File: src/rtl/fifo_burst_reader.sv
// Read-side burst controller for simple_fifo: drains BURST_LEN-word bursts onto an AXI4-Stream
// master, absorbing the FIFO read latency with a 2-entry buffer; flush pads a partial tail burst.
module fifo_burst_reader #(
  parameter int unsigned DATA_WIDTH = 8,
  parameter int unsigned BURST_LEN  = 16,
  parameter int unsigned CNT_WIDTH  = 8
) (
  input  logic                  clk,
  input  logic                  rst,
  output logic                  fifo_rd_en,
  input  logic [DATA_WIDTH-1:0] fifo_rd_data,
  input  logic                  fifo_empty,
  input  logic                  fifo_almost_empty,
  input  logic                  flush_req,
  output logic                  flush_done,
  output logic                  m_tvalid,
  input  logic                  m_tready,
  output logic [DATA_WIDTH-1:0] m_tdata,
  output logic                  m_tlast,
  output logic                  m_tpad,
  output logic                  busy
);

  localparam logic [CNT_WIDTH-1:0] LastIdx = CNT_WIDTH'(BURST_LEN - 1);

  typedef enum logic [1:0] {StIdle, StBurst, StDrain} state_e;

  state_e               state_q, state_d;
  logic                 flush_mode_q, flush_mode_d;
  logic                 flush_latch_q, flush_latch_d;
  logic                 flush_done_q, flush_done_d;
  logic                 padding_q, padding_d;
  logic [CNT_WIDTH-1:0] issued_q, issued_d;
  logic [CNT_WIDTH-1:0] accepted_q, accepted_d;

  // In-flight stage: a FIFO read or pad beat issued last cycle, visible this cycle.
  logic                 infl_q, infl_d;
  logic                 infl_pad_q, infl_pad_d;
  logic                 infl_last_q, infl_last_d;
  logic [DATA_WIDTH-1:0] infl_word;

  logic [DATA_WIDTH-1:0] buf_data_q [2];
  logic [1:0]            buf_last_q, buf_pad_q;
  logic                  wr_ptr_q, rd_ptr_q;
  logic [1:0]            count_q, count_d;

  logic       pop, pop_buf, push;
  logic [1:0] occ_after;
  logic       space, issue_ok, rd, pad, issue;

  assign infl_word = infl_pad_q ? '0 : fifo_rd_data;

  // Head is the oldest buffered entry, else the in-flight beat bypasses the buffer.
  always_comb begin
    m_tvalid = (count_q != 2'd0) | infl_q;
    m_tdata  = '0;
    m_tlast  = 1'b0;
    m_tpad   = 1'b0;
    if (count_q != 2'd0) begin
      m_tdata = buf_data_q[rd_ptr_q];
      m_tlast = buf_last_q[rd_ptr_q];
      m_tpad  = buf_pad_q[rd_ptr_q];
    end else if (infl_q) begin
      m_tdata = infl_word;
      m_tlast = infl_last_q;
      m_tpad  = infl_pad_q;
    end
  end

  assign pop     = m_tvalid & m_tready;
  assign pop_buf = pop & (count_q != 2'd0);
  assign push    = infl_q & ~(pop & (count_q == 2'd0));
  assign count_d = count_q + {1'b0, push} - {1'b0, pop_buf};

  // Space counts the beat leaving this cycle so a steady stream sustains 1 beat/clk.
  assign occ_after = count_q + {1'b0, infl_q} - {1'b0, pop};
  assign space     = occ_after < 2'd2;
  assign issue_ok  = (state_q == StBurst) & space;
  assign rd        = issue_ok & ~fifo_empty & ~padding_q;
  assign pad       = issue_ok & flush_mode_q & (padding_q | fifo_empty);
  assign issue     = rd | pad;

  assign fifo_rd_en = rd;
  assign flush_done = flush_done_q;
  assign busy       = (state_q != StIdle);

  always_comb begin
    state_d       = state_q;
    flush_mode_d  = flush_mode_q;
    flush_latch_d = flush_latch_q | flush_req;
    flush_done_d  = 1'b0;
    padding_d     = padding_q;
    issued_d      = issued_q + CNT_WIDTH'(issue);
    accepted_d    = accepted_q + CNT_WIDTH'(pop);
    infl_d        = issue;
    infl_pad_d    = pad;
    infl_last_d   = (issued_q == LastIdx);
    unique case (state_q)
      StIdle: begin
        issued_d   = '0;
        accepted_d = '0;
        padding_d  = 1'b0;
        if (!fifo_almost_empty) begin
          state_d      = StBurst;
          flush_mode_d = 1'b0;
        end else if (flush_latch_q && !fifo_empty) begin
          state_d      = StBurst;
          flush_mode_d = 1'b1;
        end else if (flush_latch_q) begin
          flush_done_d  = 1'b1;
          flush_latch_d = flush_req;
        end
      end
      StBurst: begin
        if (pad) padding_d = 1'b1;
        if (issue && issued_q == LastIdx) state_d = StDrain;
      end
      StDrain: begin
        if (pop && accepted_q == LastIdx) begin
          state_d = StIdle;
          if (flush_mode_q) begin
            flush_done_d  = 1'b1;
            flush_latch_d = flush_req;
          end
        end
      end
      default: state_d = StIdle;
    endcase
  end

  always_ff @(posedge clk) begin
    if (rst) begin
      state_q       <= StIdle;
      flush_mode_q  <= 1'b0;
      flush_latch_q <= 1'b0;
      flush_done_q  <= 1'b0;
      padding_q     <= 1'b0;
      issued_q      <= '0;
      accepted_q    <= '0;
      infl_q        <= 1'b0;
      infl_pad_q    <= 1'b0;
      infl_last_q   <= 1'b0;
      count_q       <= 2'd0;
      wr_ptr_q      <= 1'b0;
      rd_ptr_q      <= 1'b0;
      buf_last_q    <= 2'b00;
      buf_pad_q     <= 2'b00;
    end else begin
      state_q       <= state_d;
      flush_mode_q  <= flush_mode_d;
      flush_latch_q <= flush_latch_d;
      flush_done_q  <= flush_done_d;
      padding_q     <= padding_d;
      issued_q      <= issued_d;
      accepted_q    <= accepted_d;
      infl_q        <= infl_d;
      infl_pad_q    <= infl_pad_d;
      infl_last_q   <= infl_last_d;
      count_q       <= count_d;
      if (push) begin
        buf_last_q[wr_ptr_q] <= infl_last_q;
        buf_pad_q[wr_ptr_q]  <= infl_pad_q;
        wr_ptr_q             <= ~wr_ptr_q;
      end
      if (pop_buf) rd_ptr_q <= ~rd_ptr_q;
    end
  end

  always_ff @(posedge clk) begin
    if (push) buf_data_q[wr_ptr_q] <= infl_word;
  end

endmodule

File: config.mk
export PLATFORM = sky130hd
export DESIGN_NAME = fifo_burst_reader
export DESIGN_NICKNAME = d
export VERILOG_FILES = /design/src/rtl/fifo_burst_reader.sv
export SDC_FILE = /design/constraint.sdc
export NUM_CORES = 1
export LEC_CHECK = 0
export CORE_MARGIN = 1.5
export CORE_UTILIZATION = 49
export DETAILED_ROUTE_END_ITERATION = 16
export PLACE_DENSITY = 0.75
export SYNTH_ARGS = -nofsm -noshare
export SYNTH_HDL_FRONTEND = slang
export SYNTH_SLANG_ARGS = --single-unit
File: constraint.sdc
create_clock -name clk -period 2.3 [get_ports clk]
set_input_delay 0.46 -clock clk [delete_from_list [all_inputs] [get_ports clk]]
set_output_delay 0.46 -clock clk [all_outputs]
set_load 0.005 [all_outputs]
==> flow_summary.ini, run 1 <==
[run_status]
status = finished, violations left
violations = setup timing

[timing]
max_freq_mhz = 410.3
slew_violations = 0
setup_viol = 6
hold_viol_final = 0
finalSetupTns_ns = -0.4462
fin_ws_ns = -0.1372
period_share_pct = 106.0
holdWs_ns = 0.4780
rsz0062_at_grt = yes
slew_headroom_pct = 73.02
finalClockSkew_ns = 0.005795
fin_crit_ns = 2.437
tightest_slew_ns = 0.4010

[finish]
final_core_util_pct = 66.12
final_cells = 318
fillers = 360
nNetsFinal = 286
postLayoutCellArea_um2 = 2879
insertedDiodeCount = 0
syn2layout_area_growth_pct = 29.85
drive_gt1_share_pct = 20.68

[pwr]
total_power_mw = 2.464
p_clk_share_pct = 19.7
internal_power_mw = 1.705
power_frac_comb_pct = 38.6
p_leak_nw = 1.139
switchingPower_uw = 759.3
swShare_pct = 30.81
ir_drop_uv = 340.8
p_seq_share_pct = 41.6
powerDensity_nw_per_um2 = 855.9

[cts]
htreeDepth = 2
hold_buffers = 0
clk_latency_ns = 0.30
cts.path.max_buffers = 2
clock_sinks = 50
numCtsBuffers = 5
cts_tree = built
root_buffer = clkbuf_8
path_clk_slew_ns = 0.09

[placed_design]
place_congestion = 0.8086
postPlaceCellArea_um2 = 2661
portBuffers = 27
place_inst = 306
pre_cts_ws_ns = -0.6407
dp_hpwl_um = 2778

[setup_path]
reg2reg_to = issued_q[7]
cp_top_family = simple AND/OR/NAND/NOR gates
path_cells = o31a_1 > ha_1 > and2b_2 > xnor2_2 > nand2b_1 > nor3_2 > buf_2
crit_type = reg -> out
end_kind = output pin
required_ns = 1.84
start_kind = flop
worstSetupPathDepth = 7
arrival_ns = 1.98
crit_fanout = 2
critPathMaxStageDelay_ns = 0.34
ff2ff_path_depth = 12
critPathLaunch = infl_q
critPathSlowestCell = dfxtp_2
path_buf_inv = 1
rrSetupSlack_ns = -0.13
reg2reg_from = infl_q

[floorplanning]
die-area_um2 = 4937
die_y_um = 70.27
start_util_pct = 50.92
row_count = 24
core_area_um2 = 4354
io_pins = 28
fp.dieW_um = 70.27

[global_routing]
grt_pass1_vias = 1624
antenna_found_initial = 0
grt_overflow_total = 0
grt_usage_pct = 18.47
grt_pass1_wl_um = 7134
grt_max_degree = 23

[min_path]
hp-class = reg -> reg
min_path_cells = 2
whs_endpoint = buf_last_q[0]
min_from = infl_last_q

[logic_synthesis]
synthXorXnorAreaFrac_pct = 7.111
synth_edf_count = 16
synthSimpleGateAreaFrac_pct = 22.57
synth_seq_cells = 50
synth.area.top_cells = dfxtp_1 (31%), edfxtp_1 (22%), mux2i_1 (5.4%)
synth_commonest_cells = dfxtp_1 (34), nor2_1 (27), edfxtp_1 (16), nand3_1 (14), xor2_1 (13)
synth_ff_type = dfxtp_1
synth.avg_cell_area_um2 = 10.26
synth_mux_area_share_pct = 5.418
syn_area_um2 = 2217
synth_area_leader_cell = dfxtp_1
synth_nets = 237
synth_cell_types = 38
synth.most_common_cell = dfxtp_1
async_flop_share_pct = 0
synthAdderAreaFrac_pct = 3.950
ys_warn_count = 0
yosysSeqAreaShare_pct = 52.37
synth_compound_area_share_pct = 5.869
yosys.area.top_type_share_pct = 30.70
synth_top_family_by_area = simple AND/OR/NAND/NOR gates
syn_inst = 216

[drt]
vias = 1642
wire_per_inst_um = 13.66
drt_iter0_drc = 114
viasPerCell = 5.164
drcViolationCount = 0
routed_wl_um = 4343
dr.pass1.iters = 4
antenna_left = 0

[flow_run]
maxCapViolCount = 0
==> repair_timing <==
item | 4_1_cts | 5_1_grt
pin swaps | 4 | 10
setup endpoints to repair | 11 | 18
gates resized for setup | 14 | 29
cloned | 0 | 2
setup buffers | 1 | 1
hold endpoints to repair | 0 | 0
==> registers in the layout, summed over array words and instances, names as in the netlist, named ones only <==
signal	count
infl_pad_q	1
buf_data_q	16
accepted_q	8
rd_ptr_q	1
flush_mode_q	1
buf_last_q	2
issued_q	8
infl_last_q	1
state_q	2
flush_latch_q	1
wr_ptr_q	1
buf_pad_q	2
flush_done	1
infl_q	1
count_q	2
padding_q	1
==> cell type report <==
type	count	area (um^2)	share of cell area, %
Clock buffer	6	72.57	2.521
Clock inverter	2	8.758	0.3042
Inverter	7	26.28	0.9126
Multi-Input combinational cell	151	1081	37.55
Sequential cell	50	1166	40.50
Tap cell	52	65.06	2.260
Timing Repair Buffer	50	459.2	15.95
==> worst max-delay path by stage <==
stage / endpoint / slack [ns]
floorplan: issued_q[6] / 0.009
global placement: fifo_rd_en / -0.66
detailed placement: fifo_rd_en / -0.64
CTS: fifo_rd_en / -0.21
global route: issued_q[7] / -0.23
finish: fifo_rd_en / -0.14
==> power by group through the flow <==
stage / sequential (mW) / combinational (mW) / clock (mW)
finish: 1.03 / 0.952 / 0.486
detailed placement: 1.04 / 0.779 / 0
CTS: 1.02 / 0.827 / 0.502
global placement: 1.04 / 0.776 / 0
floorplan: 1.02 / 0.420 / 0
global route: 1.03 / 1.04 / 0.535
==> kinds of logic after synthesis <==
kind of cell               count (synthesis)
adders and majority gates                  7
buffers and inverters                     15
xor gates and xnor gates                  18
muxes                                     12
and+or+nand+nor                           92
AOI/OAI and AO/OA                         22
DFF                                       50
==> placed cells by master, fill, tap and decap left out, drive strengths merged, types with 2 or more instances in the layout <==
cell type / Yosys / final
dfxtp: 34 / 34
nor2: 27 / 27
buf: 1 / 23
clkdlybuf4s50: 0 / 22
edfxtp: 16 / 16
nand3: 14 / 14
xor2: 13 / 13
mux2i: 12 / 12
o21ai: 12 / 12
nor2b: 11 / 11
nand2: 8 / 8
inv: 7 / 7
ha: 7 / 7
clkbuf: 7 / 7
nand4: 6 / 6
and2: 6 / 6
a21oi: 5 / 5
xnor2: 5 / 5
dlymetal6s2s: 0 / 3
nor3: 3 / 3
nand3b: 2 / 2
nand2b: 2 / 2
nor4: 2 / 2
and3: 2 / 2
clkinv: 0 / 2
==> worst register-to-register path: cells and delay by family (launching register included) <==
kind / cells / cell delay, ns
AND/OR/NAND/NOR: 6 / 0.77
adder cells (fa/ha/maj): 2 / 0.43
flip-flops: 1 / 0.34
XOR/XNOR: 2 / 0.34
AO/OA/AOI/OAI: 1 / 0.30
buffers and inverters: 1 / 0.15
==> layer usage <==
layer,vias to the layer above,wire length [um],track usage [%]
met1,760,1900,23.46
met5,-,0,0
met3,9,155,4.906
met2,26,2183,29.56
met4,0,104,8.120
li1,847,-,-
Power figures use the tool's default switching activity.
==> inputs of run 2 (changes only) <==
- CORE_UTILIZATION: 49 -> 35
- PLACE_DENSITY: 0.75 -> default
==> run 2 against run 1 <==
The run still ends with setup timing left. Global-route usage is 4.7 points lower. Non-clock buffer count is 4 higher. Final cell count is 8.5% higher. Clock-buffer cell count is 1 higher. Sequential share of layout area is 1.1 points lower. Via count is 2.0% higher. Clock power is 23% higher. Fmax is 2.8% higher. Critical path type unchanged. Largest cell class unchanged. Highest routed layer unchanged.
==> flow_summary.ini, run 2 (same netlist as run 1, synthesis figures left out) <==
[run_status]
status = finished, violations left
violations = setup timing

[finish]
multi_input_area_um2 = 1074
final_core_util_pct = 48.96
mostFrequentLayoutCells = dfxtp_1 (32), nor2_1 (25), buf_4 (23)
largest_register = buf_data_q
nNetsFinal = 290
fillers = 585
regArea_um2 = 1164
top_regs = buf_data_q x16, accepted_q x8, issued_q x8
drive_gt1_share_pct = 20.74
final_common_cell = dfxtp_1
largest_reg_flops = 16
insertedDiodeCount = 0
syn2layout_area_growth_pct = 33.07

[cts]
htreeDepth = 2
path_clk_slew_ns = 0.09
clk_latency_ns = 0.30
cts.path.max_buffers = 2
root_buffer = clkbuf_8
cts_tree = built
numCtsBuffers = 5
clock_sinks = 50

[pwr]
total_power_mw = 2.584
p_leak_nw = 1.201
powerDensity_nw_per_um2 = 875.7
ir_drop_uv = 385.5

[floorplanning]
core_area_um2 = 6026
io_pins = 28
die-area_um2 = 6821
die_y_um = 82.59
fp.dieW_um = 82.59
start_util_pct = 36.79
row_count = 28

[timing]
hold_viol_final = 0
tightest_slew_ns = 0.4172
slew_headroom_pct = 71.93
finalSetupTns_ns = -0.1169
rsz0062_at_grt = yes
fin_ws_ns = -0.07187
fin_crit_ns = 2.372
setup_viol = 3
holdWs_ns = 0.4743
period_share_pct = 103.1
finalClockSkew_ns = 0.007394
slew_violations = 0
max_freq_mhz = 421.6

[setup_path]
start_kind = flop
critPathLaunch = count_q[0]
arrival_ns = 1.91
required_ns = 1.84
end_kind = output pin
reg2reg_from = count_q[0]
crit_type = reg -> out
crit_fanout = 2

[drt]
routed_wl_um = 4382
dr.pass1.iters = 4
vias = 1675
antenna_left = 0
drt_iter0_drc = 83
drcViolationCount = 0
viasPerCell = 4.855
wire_per_inst_um = 12.70

[global_routing]
antenna_found_initial = 0
grt_usage_pct = 13.76
grt_pass1_wl_um = 6989
grt_max_degree = 17
grt_overflow_total = 0
grt_pass1_vias = 1611

[min_path]
min_from = infl_last_q
hp-class = reg -> reg

[placed_design]
pre_cts_ws_ns = -0.6413
portBuffers = 27
place_congestion = 0.7426
dp_hpwl_um = 2905

[flow_run]
maxCapViolCount = 0
run 2: changes by cell type in the layout (fill, tap and decap cells not counted), sizes merged:
cell           previous run  this run
bufinv                    0         1
buf                      23        28
clkdlybuf4s50            22        19
dlymetal6s2s              3         5
clkinv                    2         0
dlygate4sd2               1         2
run 2: power breakdown:
| group | switching [mW] | total (mW) | internal, mW |
|---|---|---|---|
| Clock | 0.271 | 0.596 | 0.326 |
| Combinational | 0.450 | 0.991 | 0.541 |
| Sequential | 0.0310 | 0.996 | 0.965 |
| Total | 0.752 | 2.58 | 1.83 |
run 2: metal layers:
| layer | wire length, um | GRT usage (%) | up-vias |
|---|---|---|---|
| met5 | 0 | 0 | - |
| met4 | 59 | 5.167 | 0 |
| met3 | 173 | 2.308 | 9 |
| met2 | 2162 | 24.80 | 34 |
| met1 | 1986 | 16.27 | 772 |
| li1 | - | - | 860 |
run 2: what timing repair did:
action | 4_1_cts | 5_1_grt
cloned | 2 | 0
hold buffers | 0 | 0
pin swaps | 4 | 9
buffers inserted | 3 | 0
gates resized for setup | 15 | 19
endpoints found under the setup margin | 11 | 16
run 2: area by class of cell:
| type | count | area share [%] |
|---|---|---|
| Sequential cell | 50 | 39.44 |
| Timing Repair Buffer | 54 | 16.50 |
| Clock buffer | 7 | 2.587 |
| Multi-Input combinational cell | 151 | 36.39 |
| Clock inverter | 1 | 1.018 |
| Tap cell | 75 | 3.181 |
| Inverter | 7 | 0.8906 |
run 2: metrics by stage:
step                instance area (um^2)  cells
floorplan                           2217    216
global placement                    2713    332
detailed placement                  2713    332
CTS                                 2885    345
global route                        2950    345
finish                              2950    345
run 2: worst max-delay path, cell delays in order, from the launching register on:
cell and delay [ns]:
dfxtp_2 0.32, o31a_1 0.30, ha_1 0.27, and2b_2 0.22, xnor2_2 0.14, nand2b_1 0.12, nor3_2 0.11, buf_2 0.13
run 2: worst paths after layout:
path | endpoint | slack [ns] | cells after the start
worst max register to register | issued_q[7] | -0.04 | 12
worst max-delay path | fifo_rd_en | -0.07 | 7
worst min-delay path | buf_last_q[0] | 0.47 | 2
worst min register to register | buf_last_q[0] | 0.47 | 2
==> inputs of run 3 (changes only) <==
- GPL_ROUTABILITY_DRIVEN: default -> 0
- TNS_END_PERCENT: default -> 5
==> run 3 against run 2 <==
The run still ends with setup timing left. Via count is 1.6% lower. Global-route usage is 0.72 points lower. Largest cell class unchanged. Clock power hardly changed. Critical endpoint unchanged. Clock skew hardly changed. First-iteration DRC count is 19% lower. Combinational power is 12% lower.
==> flow_summary.ini, run 3 (same netlist as run 1, synthesis figures left out) <==
[timing]
rsz0062_at_grt = yes
max_freq_mhz = 421.5
slew_violations = 0
tightest_slew_ns = 0.5066
setup_viol = 2
fin_crit_ns = 2.372
slew_headroom_pct = 66.18
fin_ws_ns = -0.07246
finalSetupTns_ns = -0.1179
period_share_pct = 103.2
hold_viol_final = 0
finalClockSkew_ns = 0.007273

[setup_path]
crit_type = reg -> out
required_ns = 1.84
start_kind = flop
critPathLaunch = count_q[0]
end_kind = output pin
crit_fanout = 2
arrival_ns = 1.91
reg2reg_from = count_q[0]

[cts]
clock_sinks = 50
clk_latency_ns = 0.30
numCtsBuffers = 5
path_clk_slew_ns = 0.08
cts_tree = built
root_buffer = clkbuf_8
cts.path.max_buffers = 2
htreeDepth = 2
hold_buffers = 0

[drt]
route.met2.wl_um = 1968
antenna_left = 0
drt_iter0_drc = 67
topRoutingLayerUsed = met4
wl_met3_um = 164
drcViolationCount = 0
viasPerCell = 4.819
dr.pass1.iters = 4
wire_per_inst_um = 11.99
vias = 1648
wl_met1_um = 1913
routed_wl_um = 4101

[finish]
final_common_cell = dfxtp_1
syn2layout_area_growth_pct = 31.66
nNetsFinal = 287
final_cells = 342
drive_gt1_share_pct = 19.10
largest_reg_flops = 16
insertedDiodeCount = 0
mostFrequentLayoutCells = dfxtp_1 (33), nor2_1 (25), buf_4 (22)
top_regs = buf_data_q x16, accepted_q x8, issued_q x8
largest_register = buf_data_q

[floorplanning]
io_pins = 28
start_util_pct = 36.79
fp.dieW_um = 82.59
core_area_um2 = 6026
die_y_um = 82.59
row_count = 28
die-area_um2 = 6821

[global_routing]
grt_pass1_vias = 1560
antenna_found_initial = 0
grt_max_degree = 22
grt_pass1_wl_um = 6665
grt_overflow_total = 0
grt_usage_pct = 13.05

[placed_design]
portBuffers = 27
pre_cts_ws_ns = -0.6413
dp_hpwl_um = 2905
place_inst = 332

[pwr]
powerDensity_nw_per_um2 = 844.7
ir_drop_uv = 408.2
total_power_mw = 2.466
p_leak_nw = 1.206

[run_status]
violations = setup timing
status = finished, violations left

[flow_run]
maxCapViolCount = 0

[min_path]
hp-class = reg -> reg
min_from = infl_last_q
[run 3: report_power, final]
part / switching [mW] / total, mW / internal (mW) / leakage (nW)
Combinational: 0.395 / 0.876 / 0.482 / 0.733
Clock: 0.268 / 0.594 / 0.325 / 0.0524
Sequential: 0.0308 / 0.996 / 0.965 / 0.420
[run 3: area by class of cell]
type                    instances  area (um^2)
inverters                       7        26.28
repair buffers                 51        464.2
flip-flops and latches         50         1162
clock inverters                 1        30.03
well taps                      75        93.84
fillers                       588         3107
clock buffers                   7        76.32
multi-input cells             151         1066
[run 3: per-stage QoR]
step	area (um^2)	hold WS (ns)	utilization, %
2_1_floorplan	2217	0.4444	-
3_3_place_gp	2713	0.4626	45.02
3_5_place_dp	2713	0.4755	45.02
4_1_cts	2851	0.4912	47.32
5_1_grt	2919	0.5042	48.44
6_report	2919	0.4766	48.44
[run 3: worst max-delay path, stage by stage, from the launching register on]
cell and delay (ns):
dfxtp_2 0.32, o31a_1 0.30, ha_1 0.27, and2b_2 0.22, xnor2_2 0.14, nand2b_1 0.12
nor3_2 0.11, buf_2 0.13
[run 3: final timing paths]
path / endpoint / slack, ns / cells past startpoint
min: buf_last_q[0] / 0.48 / 2
max: fifo_rd_en / -0.07 / 7
min reg2reg: buf_last_q[0] / 0.48 / 2
max reg2reg: issued_q[7] / -0.05 / 12
[run 3: repair_timing]
| action | 4_1_cts | 5_1_grt |
|---|---|---|
| buffers inserted | 1 | 1 |
| pin swaps | 3 | 7 |
| endpoints found under the setup margin | 11 | 16 |
| gates resized for setup | 14 | 17 |
[run 3: routing by layer]
metal  up-vias  global-route usage, %
met5         -                      0
met3         7                  2.308
li1        850                      -
met2        28                  23.50
met1       763                  15.31
met4         0                  5.000
